### config.mk
export PLATFORM = sky130hd
export DESIGN_NAME = qspi_register_bank_flat
export DESIGN_NICKNAME = d
export VERILOG_FILES = /design/src/rtl/qspi_register_bank_pkg.sv /design/src/rtl/qspi_register_bank_if.sv /design/src/rtl/qspi_register_bank_slot.sv /design/src/rtl/qspi_register_bank.sv /design/src/flat_wrapper.sv
export SDC_FILE = /design/constraint.sdc
export NUM_CORES = 1
export LEC_CHECK = 0
export CAP_MARGIN = 0
export CORE_AREA = 4 4 418 420
export DETAILED_ROUTE_END_ITERATION = 10
export DIE_AREA = 0 0 422 424
export PLACE_DENSITY = 0.3
export SLEW_MARGIN = 10
export SYNTH_ARGS = -nofsm -noshare
export SYNTH_HDL_FRONTEND = slang
export SYNTH_SLANG_ARGS = --single-unit
### constraint.sdc
create_clock -name clk -period 1.07 [get_ports clk]
set_input_delay 0.214 -clock clk [delete_from_list [all_inputs] [get_ports clk]]
set_output_delay 0.214 -clock clk [all_outputs]
set_load 0.005 [all_outputs]
### src/rtl/qspi_register_bank_pkg.sv
// Shared widths, FSM state type and counter helper for the QSPI register bank.
package qspi_regs_pkg;
   localparam int unsigned OPC_W  = 16;
   localparam int unsigned BYTE_W = 8;
   localparam int unsigned CNT_W  = 8;

   typedef logic [OPC_W-1:0]  opcode_t;
   typedef logic [BYTE_W-1:0] byte_t;
   typedef logic [CNT_W-1:0]  count_t;

   typedef enum logic [1:0] {
      ST_IDLE,
      ST_READ,
      ST_WRITE
   } state_e;

   function automatic count_t sat_inc(count_t c);
      return (c == '1) ? c : c + count_t'(1);
   endfunction
endpackage

### src/rtl/qspi_register_bank_if.sv
// Byte-level handshake between the QSPI device core (master) and the register bank (slave).
interface qspi_register_bank_if;
   import qspi_regs_pkg::*;

   logic    start;
   logic    insn_valid;
   opcode_t insn;
   logic    wr_valid;
   byte_t   wr_data;
   logic    rd_ready;
   logic    rd_mode;
   logic    rd_valid;
   byte_t   rd_data;

   modport master (
      output start, insn_valid, insn, wr_valid, wr_data, rd_ready,
      input  rd_mode, rd_valid, rd_data
   );

   modport slave (
      input  start, insn_valid, insn, wr_valid, wr_data, rd_ready,
      output rd_mode, rd_valid, rd_data
   );
endinterface

### src/rtl/qspi_register_bank_slot.sv
// One register: collects write bytes in a shadow and commits them atomically on the last byte.
module qspi_reg_slot
   import qspi_regs_pkg::*;
#(
   parameter int unsigned            REG_BYTES   = 8,
   parameter int unsigned            LEN         = 4,
   parameter bit                     WRITABLE    = 1'b1,
   parameter logic [REG_BYTES*8-1:0] RESET_VALUE = '0
) (
   input  logic                   clk,
   input  logic                   rst,
   input  logic                   clear_i,
   input  logic                   wr_en_i,
   input  count_t                 count_i,
   input  byte_t                  wr_data_i,
   output logic [REG_BYTES*8-1:0] value_o,
   output logic                   updated_o
);
   localparam int unsigned W    = REG_BYTES * 8;
   localparam count_t      LAST = count_t'(LEN - 1);

   function automatic logic [W-1:0] len_mask();
      logic [W-1:0] m;
      m = '0;
      for (int unsigned b = 0; b < REG_BYTES; b++) begin
         if (b < LEN) m[b*8 +: 8] = '1;
      end
      return m;
   endfunction

   localparam logic [W-1:0] LEN_MASK = len_mask();
   localparam logic [W-1:0] INIT     = WRITABLE ? (RESET_VALUE & LEN_MASK) : '0;

   logic [W-1:0] shadow_q, shadow_d;
   logic [W-1:0] value_q, value_d;
   logic         updated_q, updated_d;
   int unsigned  pos;

   always_comb begin
      shadow_d  = shadow_q;
      value_d   = value_q;
      updated_d = 1'b0;
      pos       = 32'(LAST - count_i);
      if (clear_i) begin
         shadow_d = '0;
      end else if (wr_en_i && WRITABLE && (count_i <= LAST)) begin
         shadow_d[pos*8 +: 8] = wr_data_i;
         // the final byte is merged before the copy so the commit is one atomic update
         if (count_i == LAST) begin
            value_d   = shadow_d & LEN_MASK;
            updated_d = 1'b1;
            shadow_d  = '0;
         end
      end
   end

   always_ff @(posedge clk) begin
      if (rst) begin
         shadow_q  <= '0;
         value_q   <= INIT;
         updated_q <= 1'b0;
      end else begin
         shadow_q  <= shadow_d;
         value_q   <= value_d;
         updated_q <= updated_d;
      end
   end

   assign value_o   = value_q;
   assign updated_o = updated_q;
endmodule

### src/rtl/qspi_register_bank.sv
// QSPI opcode-addressed register bank: decodes opcodes, streams read bytes MSB first,
// and hands write bytes to per-register commit slots.
module qspi_register_bank
   import qspi_regs_pkg::*;
#(
   parameter int unsigned                      NUM_REGS    = 8,
   parameter int unsigned                      REG_BYTES   = 8,
   parameter logic [NUM_REGS*4-1:0]            REG_LEN     = {NUM_REGS{4'd4}},
   parameter logic [NUM_REGS-1:0]              RD_MASK     = '1,
   parameter logic [NUM_REGS-1:0]              WR_MASK     = '1,
   parameter logic [NUM_REGS*REG_BYTES*8-1:0]  RESET_VALUE = '0
) (
   input  logic                              clk,
   input  logic                              rst,
   qspi_register_bank_if.slave               bus,
   input  logic [NUM_REGS*REG_BYTES*8-1:0]   ro_values,
   output logic [NUM_REGS*REG_BYTES*8-1:0]   reg_values,
   output logic [NUM_REGS-1:0]               reg_updated,
   output logic                              bad_opcode,
   input  logic                              bad_clear
);
   localparam int unsigned W     = REG_BYTES * 8;
   localparam int unsigned SEL_W = (NUM_REGS > 1) ? $clog2(NUM_REGS) : 1;

   state_e               state_q, state_d;
   count_t               count_q, count_d;
   logic [SEL_W-1:0]     sel_q, sel_d;
   logic                 rd_valid_q, rd_valid_d;
   byte_t                rd_data_q, rd_data_d;
   logic                 bad_q, bad_d;

   logic                 insn_rd, insn_wr;
   logic [3:0]           sel_len;
   logic [W-1:0]         sel_src;
   int unsigned          byte_idx;
   logic [NUM_REGS-1:0]  slot_wr;

   always_comb begin
      insn_rd = 1'b0;
      insn_wr = 1'b0;
      sel_len = '0;
      sel_src = '0;
      for (int unsigned i = 0; i < NUM_REGS; i++) begin
         if (32'(bus.insn) == i) begin
            insn_rd = RD_MASK[i];
            insn_wr = WR_MASK[i];
         end
         if (32'(sel_q) == i) begin
            sel_len = REG_LEN[i*4 +: 4];
            sel_src = WR_MASK[i] ? reg_values[i*W +: W] : ro_values[i*W +: W];
         end
      end
   end

   always_comb begin
      state_d    = state_q;
      count_d    = count_q;
      sel_d      = sel_q;
      bad_d      = bad_q;
      rd_valid_d = 1'b0;
      rd_data_d  = rd_data_q;
      byte_idx   = 32'(sel_len) - 32'(count_q) - 32'd1;
      if (bad_clear) bad_d = 1'b0;
      // start outranks any byte strobe in the same cycle
      if (bus.start) begin
         state_d = ST_IDLE;
         count_d = '0;
      end else begin
         if (bus.insn_valid) begin
            sel_d = SEL_W'(bus.insn);
            if (insn_rd) begin
               state_d = ST_READ;
            end else if (insn_wr) begin
               state_d = ST_WRITE;
            end else begin
               state_d = ST_IDLE;
               bad_d   = 1'b1;
            end
         end
         if (bus.rd_ready) begin
            rd_valid_d = 1'b1;
            rd_data_d  = '0;
            if (state_q == ST_READ) begin
               count_d = sat_inc(count_q);
               if (count_q < count_t'(sel_len)) rd_data_d = sel_src[byte_idx*8 +: 8];
            end
         end
         if (bus.wr_valid && (state_q == ST_WRITE)) count_d = sat_inc(count_q);
      end
   end

   always_ff @(posedge clk) begin
      if (rst) begin
         state_q    <= ST_IDLE;
         count_q    <= '0;
         sel_q      <= '0;
         rd_valid_q <= 1'b0;
         rd_data_q  <= '0;
         bad_q      <= 1'b0;
      end else begin
         state_q    <= state_d;
         count_q    <= count_d;
         sel_q      <= sel_d;
         rd_valid_q <= rd_valid_d;
         rd_data_q  <= rd_data_d;
         bad_q      <= bad_d;
      end
   end

   always_comb begin
      slot_wr = '0;
      if ((state_q == ST_WRITE) && bus.wr_valid && !bus.start) slot_wr[sel_q] = 1'b1;
   end

   for (genvar g = 0; g < NUM_REGS; g++) begin : g_slot
      qspi_reg_slot #(
         .REG_BYTES   (REG_BYTES),
         .LEN         (32'(REG_LEN[g*4 +: 4])),
         .WRITABLE    (WR_MASK[g]),
         .RESET_VALUE (RESET_VALUE[g*W +: W])
      ) u_slot (
         .clk       (clk),
         .rst       (rst),
         .clear_i   (bus.start),
         .wr_en_i   (slot_wr[g]),
         .count_i   (count_q),
         .wr_data_i (bus.wr_data),
         .value_o   (reg_values[g*W +: W]),
         .updated_o (reg_updated[g])
      );
   end

   assign bus.rd_mode  = (state_q == ST_READ);
   assign bus.rd_valid = rd_valid_q;
   assign bus.rd_data  = rd_data_q;
   assign bad_opcode   = bad_q;
endmodule

### src/flat_wrapper.sv
// flat-port wrapper written by rule: the top's interface ports become plain ports
module qspi_register_bank_flat import qspi_regs_pkg::*;
#(
   parameter int unsigned                      NUM_REGS    = 8,
   parameter int unsigned                      REG_BYTES   = 8,
   parameter logic [NUM_REGS*4-1:0]            REG_LEN     = {NUM_REGS{4'd4}},
   parameter logic [NUM_REGS-1:0]              RD_MASK     = '1,
   parameter logic [NUM_REGS-1:0]              WR_MASK     = '1,
   parameter logic [NUM_REGS*REG_BYTES*8-1:0]  RESET_VALUE = '0
)
  (clk, rst, ro_values, reg_values, reg_updated, bad_opcode, bad_clear, bus_start, bus_insn_valid, bus_insn, bus_wr_valid, bus_wr_data, bus_rd_ready, bus_rd_mode, bus_rd_valid, bus_rd_data);
  qspi_register_bank_if bus_i ();
  input  logic clk;
  input  logic rst;
  input  logic [NUM_REGS*REG_BYTES*8-1:0] ro_values;
  output logic [NUM_REGS*REG_BYTES*8-1:0] reg_values;
  output logic [NUM_REGS-1:0] reg_updated;
  output logic bad_opcode;
  input  logic bad_clear;
  input wire logic [$bits(bus_i.start)-1:0] bus_start;
  input wire logic [$bits(bus_i.insn_valid)-1:0] bus_insn_valid;
  input wire logic [$bits(bus_i.insn)-1:0] bus_insn;
  input wire logic [$bits(bus_i.wr_valid)-1:0] bus_wr_valid;
  input wire logic [$bits(bus_i.wr_data)-1:0] bus_wr_data;
  input wire logic [$bits(bus_i.rd_ready)-1:0] bus_rd_ready;
  output wire logic [$bits(bus_i.rd_mode)-1:0] bus_rd_mode;
  output wire logic [$bits(bus_i.rd_valid)-1:0] bus_rd_valid;
  output wire logic [$bits(bus_i.rd_data)-1:0] bus_rd_data;
  assign bus_i.start = bus_start;
  assign bus_i.insn_valid = bus_insn_valid;
  assign bus_i.insn = bus_insn;
  assign bus_i.wr_valid = bus_wr_valid;
  assign bus_i.wr_data = bus_wr_data;
  assign bus_i.rd_ready = bus_rd_ready;
  assign bus_rd_mode = bus_i.rd_mode;
  assign bus_rd_valid = bus_i.rd_valid;
  assign bus_rd_data = bus_i.rd_data;
  qspi_register_bank #(.NUM_REGS(NUM_REGS), .REG_BYTES(REG_BYTES), .REG_LEN(REG_LEN), .RD_MASK(RD_MASK), .WR_MASK(WR_MASK), .RESET_VALUE(RESET_VALUE)) u_core (.clk(clk), .rst(rst), .bus(bus_i), .ro_values(ro_values), .reg_values(reg_values), .reg_updated(reg_updated), .bad_opcode(bad_opcode), .bad_clear(bad_clear));
endmodule
# Word-level counts from Yosys, hierarchy flattened
# Cells that the tools add are included.
# word_totals
reg_bits,799
input_bits,543
out_inout_bits,531
word_cells,161
# op_classes
n_addsub,5
magnitude_cmp,4
n_eq_ne,18
shift,3
mux,56
n_bitwise,9
reduce_logical,36
# ops
op,n
64-bit bitwise mux,8
64-bit two-way mux,8
32-bit two-way mux,8
"16-bit by 3-bit equality test with 1-bit output, second input constant",4
"8-bit by 34-bit variable shift with 64-bit output, first input constant",1
64-bit by 33-bit indexed part select with 8-bit output,1
8-bit by 34-bit indexed part select with 64-bit output,1
8-bit two-way mux,7
32-bit negator with 34-bit output,1
"16-bit by 2-bit equality test with 1-bit output, second input constant",2
"29-bit by 1-bit subtractor with 29-bit output, second input constant",1
3-bit two-way mux,8
3-bit AND reduction,8
3-bit OR reduction,8
"16-bit by 1-bit equality test with 1-bit output, second input constant",1
16-bit logical NOT,1
1-bit two-way mux,16
"3-bit equality test, second input constant",4
1-bit logical AND,11
1-bit NOT,9
"2-bit by 8-bit subtractor with 9-bit output, first input constant",1
3-bit by 8-bit subtractor with 9-bit output,1
"8-bit by 1-bit adder with 8-bit output, second input constant",1
"8-bit by 2-bit equality test with 1-bit output, second input constant",1
15 further kinds,19

# Longest topological paths before layout
# Gate-level depths: netlist of run 1.
# depth
word_depth,14
ltp_mapped,3
ltp_nobuf,3

# Hierarchy
# Synthesis of run 1 repeated with hierarchy kept, for this count alone.
# unflattened
hier_cells,3730
area_unflattened_um2,32810.2
# by_module_without_submodules
mod,n_inst,cells_each,area_per_inst_um2,seq_area_each_um2
qspi_reg_slot,8,372,3369.5,1301.2
qspi_register_bank,1,754,5854.4,440.4

# Worst setup path after synthesis of run 1
# OpenSTA, ideal clock, no wires.
# synth_path
path_kind,input-to-reg
startpoint,input port bus_insn[8]
endpoint,register u_core.bad_q (netlist: u_core.bad_opcode)
setup_ns,0.117
arrival_ns,0.829
required_ns,0.953
path_slack_ns,0.124
stages,3
path_buffers,0
path_cell_list,nor4_2 > nand4_1 > a32o_1
# synth_via
elab_chain_cells,12
word_cells_on_any_way,19
classes_between,eq/ne (7); mux (11); reduce/logical (1)
# synth_rtl
item,line_no,source
start: declaration,flat_wrapper.sv:22,input wire logic [$bits(bus_i.insn)-1:0] bus_insn;
16-bit logical NOT,qspi_register_bank.sv:44,if (32'(bus.insn) == i) begin
1-bit two-way mux (7 in a row),qspi_register_bank.sv:44,
1-bit two-way mux (*),qspi_register_bank.sv:44,
1-bit two-way mux (*),qspi_register_bank.sv:71,if (insn_rd) begin
1-bit two-way mux (*),qspi_register_bank.sv:69,if (bus.insn_valid) begin
1-bit two-way mux (*),qspi_register_bank.sv:65,if (bus.start) begin
end signal: assignment,qspi_register_bank.sv:99,bad_q <= 1'b0;
end signal: assignment,qspi_register_bank.sv:106,bad_q <= bad_d;
end: declaration,qspi_register_bank.sv:30,"logic bad_q, bad_d;"
# Every way passes the cells marked *; elsewhere a longest branch is shown, timed or not.
# A chain may end at the register's enable or synchronous reset.

# Worst setup path after layout of run 1
# layout_path
startpoint,register u_core.bad_q (netlist: u_core.bad_opcode)
endpoint,output port bad_opcode
# layout_rtl
item,line_no,source
end: declaration,flat_wrapper.sv:18,output logic bad_opcode;
# No word-level cell between the ends.

==> impl_results.md, run 1 <==
- H-Tree Depth: 1
- Final Core Density: 0.0305
- Initial antenna violation count: 1
- WL met3: 353 um
- PwrDens: 244 nW/um^2
- Fin crit share: 0.954
- CP cell instances: dlygate4sd2_1
- Crit-path max cell delay: 0.33 ns
- Vias in the first global route: 608
- Critical R2R Capture: u_core.bad_opcode$_SDFF_PP0_
- # IOs: 1074
- Core Footprint: 171000 sq um
- Starting Density: 0.0240
- Uppermost layer routed: met4
- Clock Skews: 0 ns
- Tightest hold margin: slightly below 0.4 ns
- Synth warn: 0
- Data arrival, critical path: 0.81 ns
- EDFF count, synth: 0
- Met2 Wirelength: 4510 um
- TritonCTS clock tree: built
- Share of the synthesized area in the top cell type: 0.965
- Ys flop type: dfxtp_1
- CP endpoint kind: primary output
- Peak VDD IR: roughly 0.36 mV
- Slew Viols, Final: 0
- Routed WL: roughly 6000 um
- Hold WC Path Type: in -> reg
- Most numerous cell in the Yosys netlist: buf_4
- Initial drt markers: 3
- Reg2Reg Depth: 1
- # DRC: 0
- Area Growth Syn to Fin: 26.9%
- F_max: 980 MHz
- Hold wc startpoint: rst
- Status: finished clean
- RSZ-0062 raised after global routing: false
- Final setup viols: 0
- Total gr overflow: 0
- Total GRT Usage: 0.00340
- WP data required: roughly 0.86 ns
- Die area: ~180000 sq um
- Root buf cell: clkbuf_16
- Hpwl dp: 5980 um
- Router iterations before antenna repair: 3
- Wire per inst: 2.13 um
- Filler cells: 20400
- MaxCap Viol Count: 0
- Diodes inserted: 0
- Seq/Total Area, Yosys: 0.0146
- Number of synthesized register bits: 3
- Ratio of cells with drive above 1 in the final layout: 0.0228
- Crit path max-delay cell type: dfxtp_1
- IO Port Bufs: 21
- Largest cells by area after synthesis: buf_4 (96%), dfxtp_1 (1.5%), nor4_2 (0.61%)
- Post-synth cell types: 12
- Internal reg-to-reg setup slack: ~0.44 ns
- Nets: 1114
- Vias/cell: 0.489
- Largest net degree at the start of global routing: 5
- Overall power: 0.00127 W
- Die height: 424 um
- CTS max path bufs: 2
- Final min period: 1.02 ns
- Met1 WL: 1080 um
- Syn Inst Count: 544
- Delay-heaviest family, CP: flip-flops
- Reg2Reg Launch Point: u_core.bad_opcode$_SDFF_PP0_
- Row count: 152
- Clk slew on worst S/H paths: 0.03 ns
- First-pass GRT wire length: approximately 4700 um
- Synthesized area: 4110 sq um
- Buf/Inv on CP: 1
- Endpoints failing hold: 0
- Static leakage power: ~1.9 nW
- Min-Delay Path Depth: 3
- Yosys top cell by area: buf_4
- Crit-path max FO: 2
- GP Congestion: 0.560
- Async SR Flop Fraction: 0
- # clock sinks: 3
- Avg Synthesized Cell Area: 7.55 sq um
- Worst setup SP type: flip-flop
- Die W: between 400 and 500 um
- Vias: 1371
- CTS Buf Count: 3
- Post-synth top cells: buf_4 (528), dfxtp_1 (3), nor2_1 (3)
- Hold EP: u_core.bad_opcode$_SDFF_PP0_
- Clk_lat worst skew: 0.22 ns
- Kind of critical path: reg -> out
- Routed Antenna Nets: 0
## cell families (layout without fill, tap and decap cells)
group,count (synthesis),after routing,share of synthesized area
buffers and inverters,528,27,0.965
and+or+nand+nor,10,10,0.0158
DFF,3,3,0.0146
AOI/OAI and AO/OA,2,2,0.00365
other,1,528,0.000913
## report_power, final
part	switching [W]	total [W]	internal (W)
Combinational	0.000507	0.000563	0.0000559
Clock	0.0000983	0.000590	0.000491
Sequential	0.00000152	0.000118	0.000116
Total	0.000607	0.00127	0.000664
## worst max-delay path by stage
stage | to | cells past startpoint | start | slack [ns]
2_1_floorplan | u_core.bad_opcode$_SDFF_PP0_ | 3 | bus_insn[8] | 0.12
3_3_place_gp | u_core.bad_opcode$_SDFF_PP0_ | 4 | bus_insn[12] | -0.56
3_5_place_dp | u_core.bad_opcode$_SDFF_PP0_ | 4 | bus_insn[12] | -0.57
4_1_cts | u_core.bad_opcode$_SDFF_PP0_ | 4 | bus_insn[9] | -0.03
5_1_grt | bad_opcode | 1 | u_core.bad_opcode$_SDFF_PP0_ | 0.005
6_report | bad_opcode | 1 | u_core.bad_opcode$_SDFF_PP0_ | 0.05
## per-layer routing
| metal | global-route usage | vias up |
|---|---|---|
| li1 | - | 639 |
| met2 | 0.00749 | 74 |
| met1 | 0.00310 | 654 |
| met5 | 0 | - |
| met3 | 0.000681 | 4 |
| met4 | 0.000693 | 0 |
## per-stage QoR
step	setup TNS (ns)	instances	setup slack (ns)	area, sq um
6_report	0	2803	0.0493	5210
5_1_grt	0	2803	0.00470	5210
4_1_cts	-0.0346	2802	-0.0346	5220
3_5_place_dp	-1.17	2798	-0.570	5130
3_3_place_gp	-1.19	2798	-0.563	5130
2_1_floorplan	0	1071	0.124	6090
## placed cells by master (no fill, tap or decap), types with 2 or more instances in the layout
master           count
conb_1             528
clkdlybuf4s50_1      5
clkbuf_2             5
dlymetal6s2s_1       4
dlygate4sd2_1        4
nor2_1               3
clkbuf_16            3
clkdlybuf4s15_1      3
dfxtp_1              3
buf_4                2
## sequential cells by signal, indices dropped and copies added, names as in the netlist
| name | cells |
|---|---|
| u_core.bus.rd_valid | 1 |
| u_core.state_q | 1 |
| u_core.bad_opcode | 1 |
## timing repair
action | CTS | global route
hold buffers | 0 | 0
endpoints found under the hold margin | 0 | 0
endpoints found under the setup margin | 5 | 2
pin swaps | 5 | 5
resized for setup | 19 | 13
buffers inserted | 0 | 1
gates cloned | 0 | 0
## final cells by class
type	instances	area, sq um	share of cell area
repair buffers	23	205	0.0394
multi-input cells	540	2080	0.398
well taps	2233	2790	0.536
flip-flops and latches	3	60.1	0.0115
clock buffers	4	78.8	0.0151
Power figures use the tool's default switching activity.
==> run 2: changes to the inputs <==
--- a/config.mk
+++ b/config.mk
@@ -7,6 +7,7 @@
 export LEC_CHECK = 0
 export CAP_MARGIN = 0
 export CORE_AREA = 4 4 418 420
+export CTS_CLUSTER_SIZE = 25
 export DETAILED_ROUTE_END_ITERATION = 10
 export DIE_AREA = 0 0 422 424
 export PLACE_DENSITY = 0.3
==> results of run 2 <==
No change in the layout: final DEF, timing and power equal those of run 1.
